[src/rtl/bcd_time_entry_if.sv]
// Digit-entry handshake and result bundle for the time-setting path.
// master drives digits and clear; slave is the entry block.
interface bcd_time_entry_if;
  logic       clear;
  logic       digit_valid;
  logic [3:0] digit;
  logic       digit_ready;
  logic       busy;
  logic [5:0] binary;
  logic       binary_valid;
  logic       error;

  modport master (
    output clear, digit_valid, digit,
    input  digit_ready, busy, binary, binary_valid, error
  );

  modport slave (
    input  clear, digit_valid, digit,
    output digit_ready, busy, binary, binary_valid, error
  );
endinterface

[src/rtl/bcd_time_entry.sv]
// Two-digit BCD entry, range check and shift-add conversion to a 6-bit value
// for loading the seconds/minutes/hours register.
module bcd_time_entry #(
  parameter int MAX_VALUE      = 59,
  parameter int TIMEOUT_CYCLES = 1000
) (
  input logic             clk,
  input logic             reset_n,
  bcd_time_entry_if.slave bus
);
  localparam int             CW       = $clog2(TIMEOUT_CYCLES + 1);
  localparam logic [3:0]     H_MAX    = 4'(MAX_VALUE / 10);
  localparam logic [CW-1:0]  CNT_LAST = CW'(TIMEOUT_CYCLES - 1);
  localparam logic [6:0]     R_MAX    = 7'(MAX_VALUE);

  typedef enum logic [1:0] {WAIT_H, WAIT_L, CONV, OUT} state_t;

  state_t        state, nxt;
  logic [3:0]    h, l, h_n, l_n;
  logic [CW-1:0] cnt, cnt_n;
  logic [5:0]    bin_q, bin_n;
  logic          bv_q, bv_n, err_q, err_n;
  logic          ready, acc;
  logic [6:0]    r;

  assign ready            = ((state == WAIT_H) || (state == WAIT_L)) & ~bus.clear;
  assign acc              = bus.digit_valid & ready;
  assign bus.digit_ready  = ready;
  assign bus.busy         = (state != WAIT_H);
  assign bus.binary       = bin_q;
  assign bus.binary_valid = bv_q;
  assign bus.error        = err_q;

  // h*10 + l as h*8 + h*2 + l
  assign r = 7'({h, 3'b000}) + 7'({h, 1'b0}) + 7'(l);

  always_comb begin
    nxt   = state;
    h_n   = h;
    l_n   = l;
    cnt_n = cnt;
    bin_n = bin_q;
    bv_n  = 1'b0;
    err_n = 1'b0;
    if (bus.clear) begin
      nxt   = WAIT_H;
      cnt_n = '0;
    end else begin
      case (state)
        WAIT_H: if (acc) begin
          if (bus.digit > 4'd9 || bus.digit > H_MAX) err_n = 1'b1;
          else begin
            h_n   = bus.digit;
            cnt_n = '0;
            nxt   = WAIT_L;
          end
        end
        WAIT_L: begin
          // an acceptance on the last allowed edge beats the timeout
          if (acc) begin
            if (bus.digit > 4'd9) begin
              err_n = 1'b1;
              nxt   = WAIT_H;
            end else begin
              l_n = bus.digit;
              nxt = CONV;
            end
          end else if (cnt == CNT_LAST) begin
            err_n = 1'b1;
            cnt_n = '0;
            nxt   = WAIT_H;
          end else begin
            cnt_n = cnt + 1'b1;
          end
        end
        CONV: begin
          if (r > R_MAX) begin
            err_n = 1'b1;
            nxt   = WAIT_H;
          end else begin
            bin_n = r[5:0];
            bv_n  = 1'b1;
            nxt   = OUT;
          end
        end
        default: nxt = WAIT_H;
      endcase
    end
  end

  always_ff @(posedge clk or negedge reset_n) begin
    if (!reset_n) begin
      state <= WAIT_H;
      h     <= '0;
      l     <= '0;
      cnt   <= '0;
      bin_q <= '0;
      bv_q  <= 1'b0;
      err_q <= 1'b0;
    end else begin
      state <= nxt;
      h     <= h_n;
      l     <= l_n;
      cnt   <= cnt_n;
      bin_q <= bin_n;
      bv_q  <= bv_n;
      err_q <= err_n;
    end
  end
endmodule

[src/flat_wrapper.sv]
// flat-port wrapper written by rule: the top's interface ports become plain ports
module bcd_time_entry_flat 
#(
  parameter int MAX_VALUE      = 59,
  parameter int TIMEOUT_CYCLES = 1000
)
  (clk, reset_n, bus_clear, bus_digit_valid, bus_digit, bus_digit_ready, bus_busy, bus_binary, bus_binary_valid, bus_error);
  bcd_time_entry_if bus_i ();
  input logic clk;
  input logic reset_n;
  input wire logic [$bits(bus_i.clear)-1:0] bus_clear;
  input wire logic [$bits(bus_i.digit_valid)-1:0] bus_digit_valid;
  input wire logic [$bits(bus_i.digit)-1:0] bus_digit;
  output wire logic [$bits(bus_i.digit_ready)-1:0] bus_digit_ready;
  output wire logic [$bits(bus_i.busy)-1:0] bus_busy;
  output wire logic [$bits(bus_i.binary)-1:0] bus_binary;
  output wire logic [$bits(bus_i.binary_valid)-1:0] bus_binary_valid;
  output wire logic [$bits(bus_i.error)-1:0] bus_error;
  assign bus_i.clear = bus_clear;
  assign bus_i.digit_valid = bus_digit_valid;
  assign bus_i.digit = bus_digit;
  assign bus_digit_ready = bus_i.digit_ready;
  assign bus_busy = bus_i.busy;
  assign bus_binary = bus_i.binary;
  assign bus_binary_valid = bus_i.binary_valid;
  assign bus_error = bus_i.error;
  bcd_time_entry #(.MAX_VALUE(MAX_VALUE), .TIMEOUT_CYCLES(TIMEOUT_CYCLES)) u_core (.clk(clk), .reset_n(reset_n), .bus(bus_i));
endmodule
[config.mk]
export PLATFORM = sky130hd
export DESIGN_NAME = bcd_time_entry_flat
export DESIGN_NICKNAME = d
export VERILOG_FILES = /design/src/rtl/bcd_time_entry_if.sv /design/src/rtl/bcd_time_entry.sv /design/src/flat_wrapper.sv
export SDC_FILE = /design/constraint.sdc
export NUM_CORES = 1
export LEC_CHECK = 0
export ABC_AREA = 1
export BUFFER_PORTS_ARGS = -buffer_cell sky130_fd_sc_hd__buf_2
export CAP_MARGIN = 0
export CORE_ASPECT_RATIO = 0.75
export CORE_MARGIN = 2
export CORE_UTILIZATION = 40
export CTS_BUF_LIST = sky130_fd_sc_hd__clkbuf_16
export CTS_CLUSTER_DIAMETER = 150
export DETAILED_ROUTE_END_ITERATION = 10
export GPL_ROUTABILITY_DRIVEN = 0
export HOLD_SLACK_MARGIN = 0.15
export SYNTH_ARGS = -nofsm -noshare
export SYNTH_HDL_FRONTEND = slang
export SYNTH_SLANG_ARGS = --single-unit
[constraint.sdc]
create_clock -name clk -period 5.25 [get_ports clk]
set_input_delay 0 -clock clk [delete_from_list [all_inputs] [get_ports clk]]
set_output_delay 0 -clock clk [all_outputs]
set_load 0.01 [all_outputs]
==> results.py <==
metrics = {
    "routing": {
        "routed-via-count": 1490,
        "post-route-drc-count": 0,
        "routedWlPerCell_um": 11.45,
        "detail_route.wirelength_um": 3631,
        "vias_per_cell": 4.700,
        "violation_count_after_the_first_detailed_route_iteration": 113,
        "ant_nets": 0,
        "drt_first_pass_iters": 4,
    },
    "timing": {
        "max_freq_mhz": 389.4,
        "period_share_pct": 48.91,
        "finalHoldViolCount": 0,
        "worst_slew_slack_as_a_fraction_of_its_limit_pct": 58.34,
        "setup_repair_after_global_routing_missed_its_margin": "false",
        "fin_setup_tns_ns": 0,
        "post-route-min-period_ns": 2.568,
        "layout_setup_ws_ns": 2.682,
        "worst-slew-pin-transition_ns": 0.6248,
        "timing.final.setup_violations": 0,
        "finalClockSkew_ns": 0.002189,
        "slew_violations": 0,
    },
    "clocking": {
        "clock-sinks": 28,
        "tritoncts": "yes",
        "cts-htree-levels": 1,
        "ctsLongestPathBuffers": 2,
        "cts_buffers": 3,
        "ctsRootBufferMaster": "sky130_fd_sc_hd__clkbuf_16",
        "worst_skew_pair.late_latency_ns": 0.26,
        "worst_setup_hold_path_clk_slew_ns": 0.06,
        "cts_post_setup_buffers_inserted": 0,
        "post_cts_resized": 0,
    },
    "flow_run": {
        "max-cap-violations": 0,
    },
    "cells_and_area": {
        "filler_cells_inserted": 424,
        "stdcell_area_mm2": 0.002023,
        "layout.core_utilization_pct": 49.00,
        "final_layout_size_suffix_gt1_share_pct": 13.36,
        "area_growth_pct": 15.58,
        "design.final.nets": 282,
        "multiInputGateArea_um2": 890.9,
        "num_antenna_cells": 0,
        "area.sequential_um2": 700.7,
    },
    "grt": {
        "grt.total_usage_pct": 17.09,
        "global_route_wire_length_before_repair_um": 6375,
        "grt_start_max_net_pins": 29,
        "grt_overflow_total": 0,
        "via_count_of_the_first_global_routing_pass": 1362,
        "grt_antenna_before_repair": 0,
    },
    "synthesis": {
        "syn-cell-area_mm2": 0.001750,
        "post_synth_and_or_nand_nor_area_fraction_pct": 32.09,
        "post_synth_main_area_contributors": "sky130_fd_sc_hd__dfrtp_1 (40%), sky130_fd_sc_hd__nand2_1 (14%), sky130_fd_sc_hd__inv_1 (7.5%)",
        "number_of_synthesized_flops_with_an_enable_pin": 0,
        "area_share_of_the_leading_cell_type_in_the_synthesized_netlist_pct": 40.03,
        "yosys_warnings": 0,
        "synth_nets": 256,
        "synthDistinctLibCells": 24,
        "multiplexer_share_of_the_synthesized_area_pct": 0,
        "yosys.area.top_type": "sky130_fd_sc_hd__dfrtp_1",
        "synth_compound_area_share_pct": 10.29,
        "synth_adder_area_share_pct": 8.006,
        "synth_seq_cells": 28,
        "avg_cell_area_syn_um2": 7.355,
        "synth_top_family_by_area": "simple AND/OR/NAND/NOR gates",
        "synth-main-ff-cell": "sky130_fd_sc_hd__dfrtp_1",
        "sequential_to_total_area_share_from_yosys_stat_pct": 40.03,
        "post_synth_inst_count": 238,
        "synthesized_area_fraction_occupied_by_xor_and_xnor_cells_pct": 0.5004,
        "asyncSetResetFlopFracSynth_pct": 100.0,
    },
    "floorplan": {
        "dieArea_mm2": 0.004927,
        "num_rows": 20,
        "core-area_mm2": 0.004129,
        "floorplan.die.height_um": 61.29,
        "die_w_um": 80.39,
        "initial_utilization_pct": 42.39,
        "io_pins": 18,
    },
    "critical_path": {
        "required_worst_endpoint_ns": 5.38,
        "timing.critical_path.fanout_max": 13,
        "reg2reg_setup_slack_ns": 2.68,
        "cp.arrival_ns": 2.70,
        "timing.reg2reg.worst_path_depth": 10,
        "critical_path.reg2reg.startpoint": "u_core.l[3]$_DFFE_PN0P_",
        "timing.critical_path.from_type": "flop",
        "end_kind": "flop",
        "critical_path_class": "reg -> reg",
        "regToRegEndpoint": "u_core.bus.binary[4]$_DFFE_PN0P_",
    },
    "worst_hold_path": {
        "min_delay_path_depth": 6,
        "min_to": "u_core.h[3]$_DFFE_PN0P_",
        "timing.hold.worst.start": "bus_digit_valid",
        "path_type_of_the_worst_min_delay_path": "in -> reg",
    },
    "placed_design": {
        "postPlaceCellArea_mm2": 0.001888,
        "hpwlAfterDp_um": 2871,
        "pre_cts_ws_ns": 2.693,
        "io_buffers": 17,
    },
    "pwr": {
        "peak_ir_drop_on_the_vdd_network_v": 0.0001821,
        "design_power_total_uw": 808.3,
        "power.density_cell_area_mw_per_mm2": 399.5,
        "leakagePower_uw": 0.001087,
    },
    "status": {
        "run_status": "finished clean",
    },
}
==> placed cells by master (no fill, tap or decap) <==
cell type	n
sky130_fd_sc_hd__nor2_4	3
sky130_fd_sc_hd__o21a_1	1
sky130_fd_sc_hd__o21ai_0	10
sky130_fd_sc_hd__nand4_1	5
sky130_fd_sc_hd__nand3_1	22
sky130_fd_sc_hd__ha_1	8
sky130_fd_sc_hd__nor2_2	2
sky130_fd_sc_hd__inv_2	3
sky130_fd_sc_hd__dfrtp_1	28
sky130_fd_sc_hd__o21ai_1	9
sky130_fd_sc_hd__fa_1	2
sky130_fd_sc_hd__nand2_1	64
sky130_fd_sc_hd__nand2_2	2
sky130_fd_sc_hd__xor2_1	1
sky130_fd_sc_hd__nor3_1	4
sky130_fd_sc_hd__a21oi_1	7
sky130_fd_sc_hd__o21ai_2	3
sky130_fd_sc_hd__buf_2	17
sky130_fd_sc_hd__nor2_1	24
sky130_fd_sc_hd__a21oi_2	1
sky130_fd_sc_hd__inv_1	35
sky130_fd_sc_hd__dlygate4sd3_1	6
sky130_fd_sc_hd__nand2_4	1
sky130_fd_sc_hd__clkbuf_16	3
sky130_fd_sc_hd__a21o_1	1
==> cell families after synthesis <==
group,after synthesis
simple gates,127
flops,28
fa+ha+maj,10
buf+inv,40
compound gates,32
xor+xnor,1
==> registers in the layout (all words and copies together), names as in the netlist <==
name / count
u_core.state: 2
u_core.l: 4
u_core.bus.binary: 6
u_core.bus.error: 1
u_core.h: 4
u_core.bus.binary_valid: 1
u_core.cnt: 10
==> Yosys cell counts, types with 2 or more instances <==
cell,count
sky130_fd_sc_hd__nor2_2,2
sky130_fd_sc_hd__inv_1,35
sky130_fd_sc_hd__fa_1,2
sky130_fd_sc_hd__o21ai_1,9
sky130_fd_sc_hd__inv_2,3
sky130_fd_sc_hd__ha_1,8
sky130_fd_sc_hd__nand2_1,64
sky130_fd_sc_hd__nand2_2,2
sky130_fd_sc_hd__dfrtp_1,28
sky130_fd_sc_hd__o21ai_2,3
sky130_fd_sc_hd__nand3_1,22
sky130_fd_sc_hd__o21ai_0,10
sky130_fd_sc_hd__nor3_1,4
sky130_fd_sc_hd__nand4_1,5
sky130_fd_sc_hd__nor2_4,3
sky130_fd_sc_hd__a21oi_1,7
sky130_fd_sc_hd__nor2_1,24
==> stage by stage <==
| step | instances | hold WS, ns |
|---|---|---|
| 6_report | 317 | 0.2564 |
| 4_1_cts | 317 | 0.2596 |
| 3_5_place_dp | 308 | 0.06586 |
| 3_3_place_gp | 308 | 0.06435 |
| 5_1_grt | 317 | 0.2787 |
| 2_1_floorplan | 238 | -0.2956 |
==> where the power goes <==
group	switching, µW	total [µW]	internal, µW
logic	217	348	131
registers	31.4	294	263
clock network	65.1	166	101
total	313	808	495
==> worst max path at each step <==
stage	from	to	slack, ns	cells after the start
2_1_floorplan	u_core.l[3]$_DFFE_PN0P_	u_core.bus.binary[2]$_DFFE_PN0P_	2.99	11
3_3_place_gp	u_core.l[3]$_DFFE_PN0P_	u_core.bus.binary[3]$_DFFE_PN0P_	2.75	12
3_5_place_dp	u_core.l[3]$_DFFE_PN0P_	u_core.bus.binary[5]$_DFFE_PN0P_	2.69	11
4_1_cts	u_core.l[3]$_DFFE_PN0P_	u_core.bus.binary[5]$_DFFE_PN0P_	2.67	9
5_1_grt	u_core.h[0]$_DFFE_PN0P_	u_core.bus.binary[5]$_DFFE_PN0P_	2.47	10
6_report	u_core.l[3]$_DFFE_PN0P_	u_core.bus.binary[4]$_DFFE_PN0P_	2.68	10
==> layout make-up <==
type	count	area share (%)
clock buffers	3	3.711
multi-input cells	170	44.03
flip-flops and latches	28	34.63
repair buffers	23	7.174
well taps	55	3.401
inverters	38	7.050
==> critical path, stage by stage (launching register included) <==
cell and delay (ns):
sky130_fd_sc_hd__dfrtp_1 0.34, sky130_fd_sc_hd__inv_1 0.06, sky130_fd_sc_hd__fa_1 0.52, sky130_fd_sc_hd__inv_1 0.07, sky130_fd_sc_hd__fa_1 0.46, sky130_fd_sc_hd__nand3_1 0.12
sky130_fd_sc_hd__nand3_1 0.09, sky130_fd_sc_hd__nand2_1 0.11, sky130_fd_sc_hd__nand4_1 0.40, sky130_fd_sc_hd__nand2_1 0.19, sky130_fd_sc_hd__o21ai_1 0.08
==> routing by layer <==
metal  track usage, %  vias to the layer above  wire [µm]
met1            26.85                      647       2058
met2            23.69                       39       1374
li1                 -                      802          -
met3            3.666                        2        183
met4            4.358                        0         14
met5                0                        -          0
==> repair_timing <==
item	CTS	global route
endpoints found under the setup margin	0	0
hold endpoints to repair	37	0
hold buffers	6	0
Note: power is estimated with default switching activity, not from simulation.
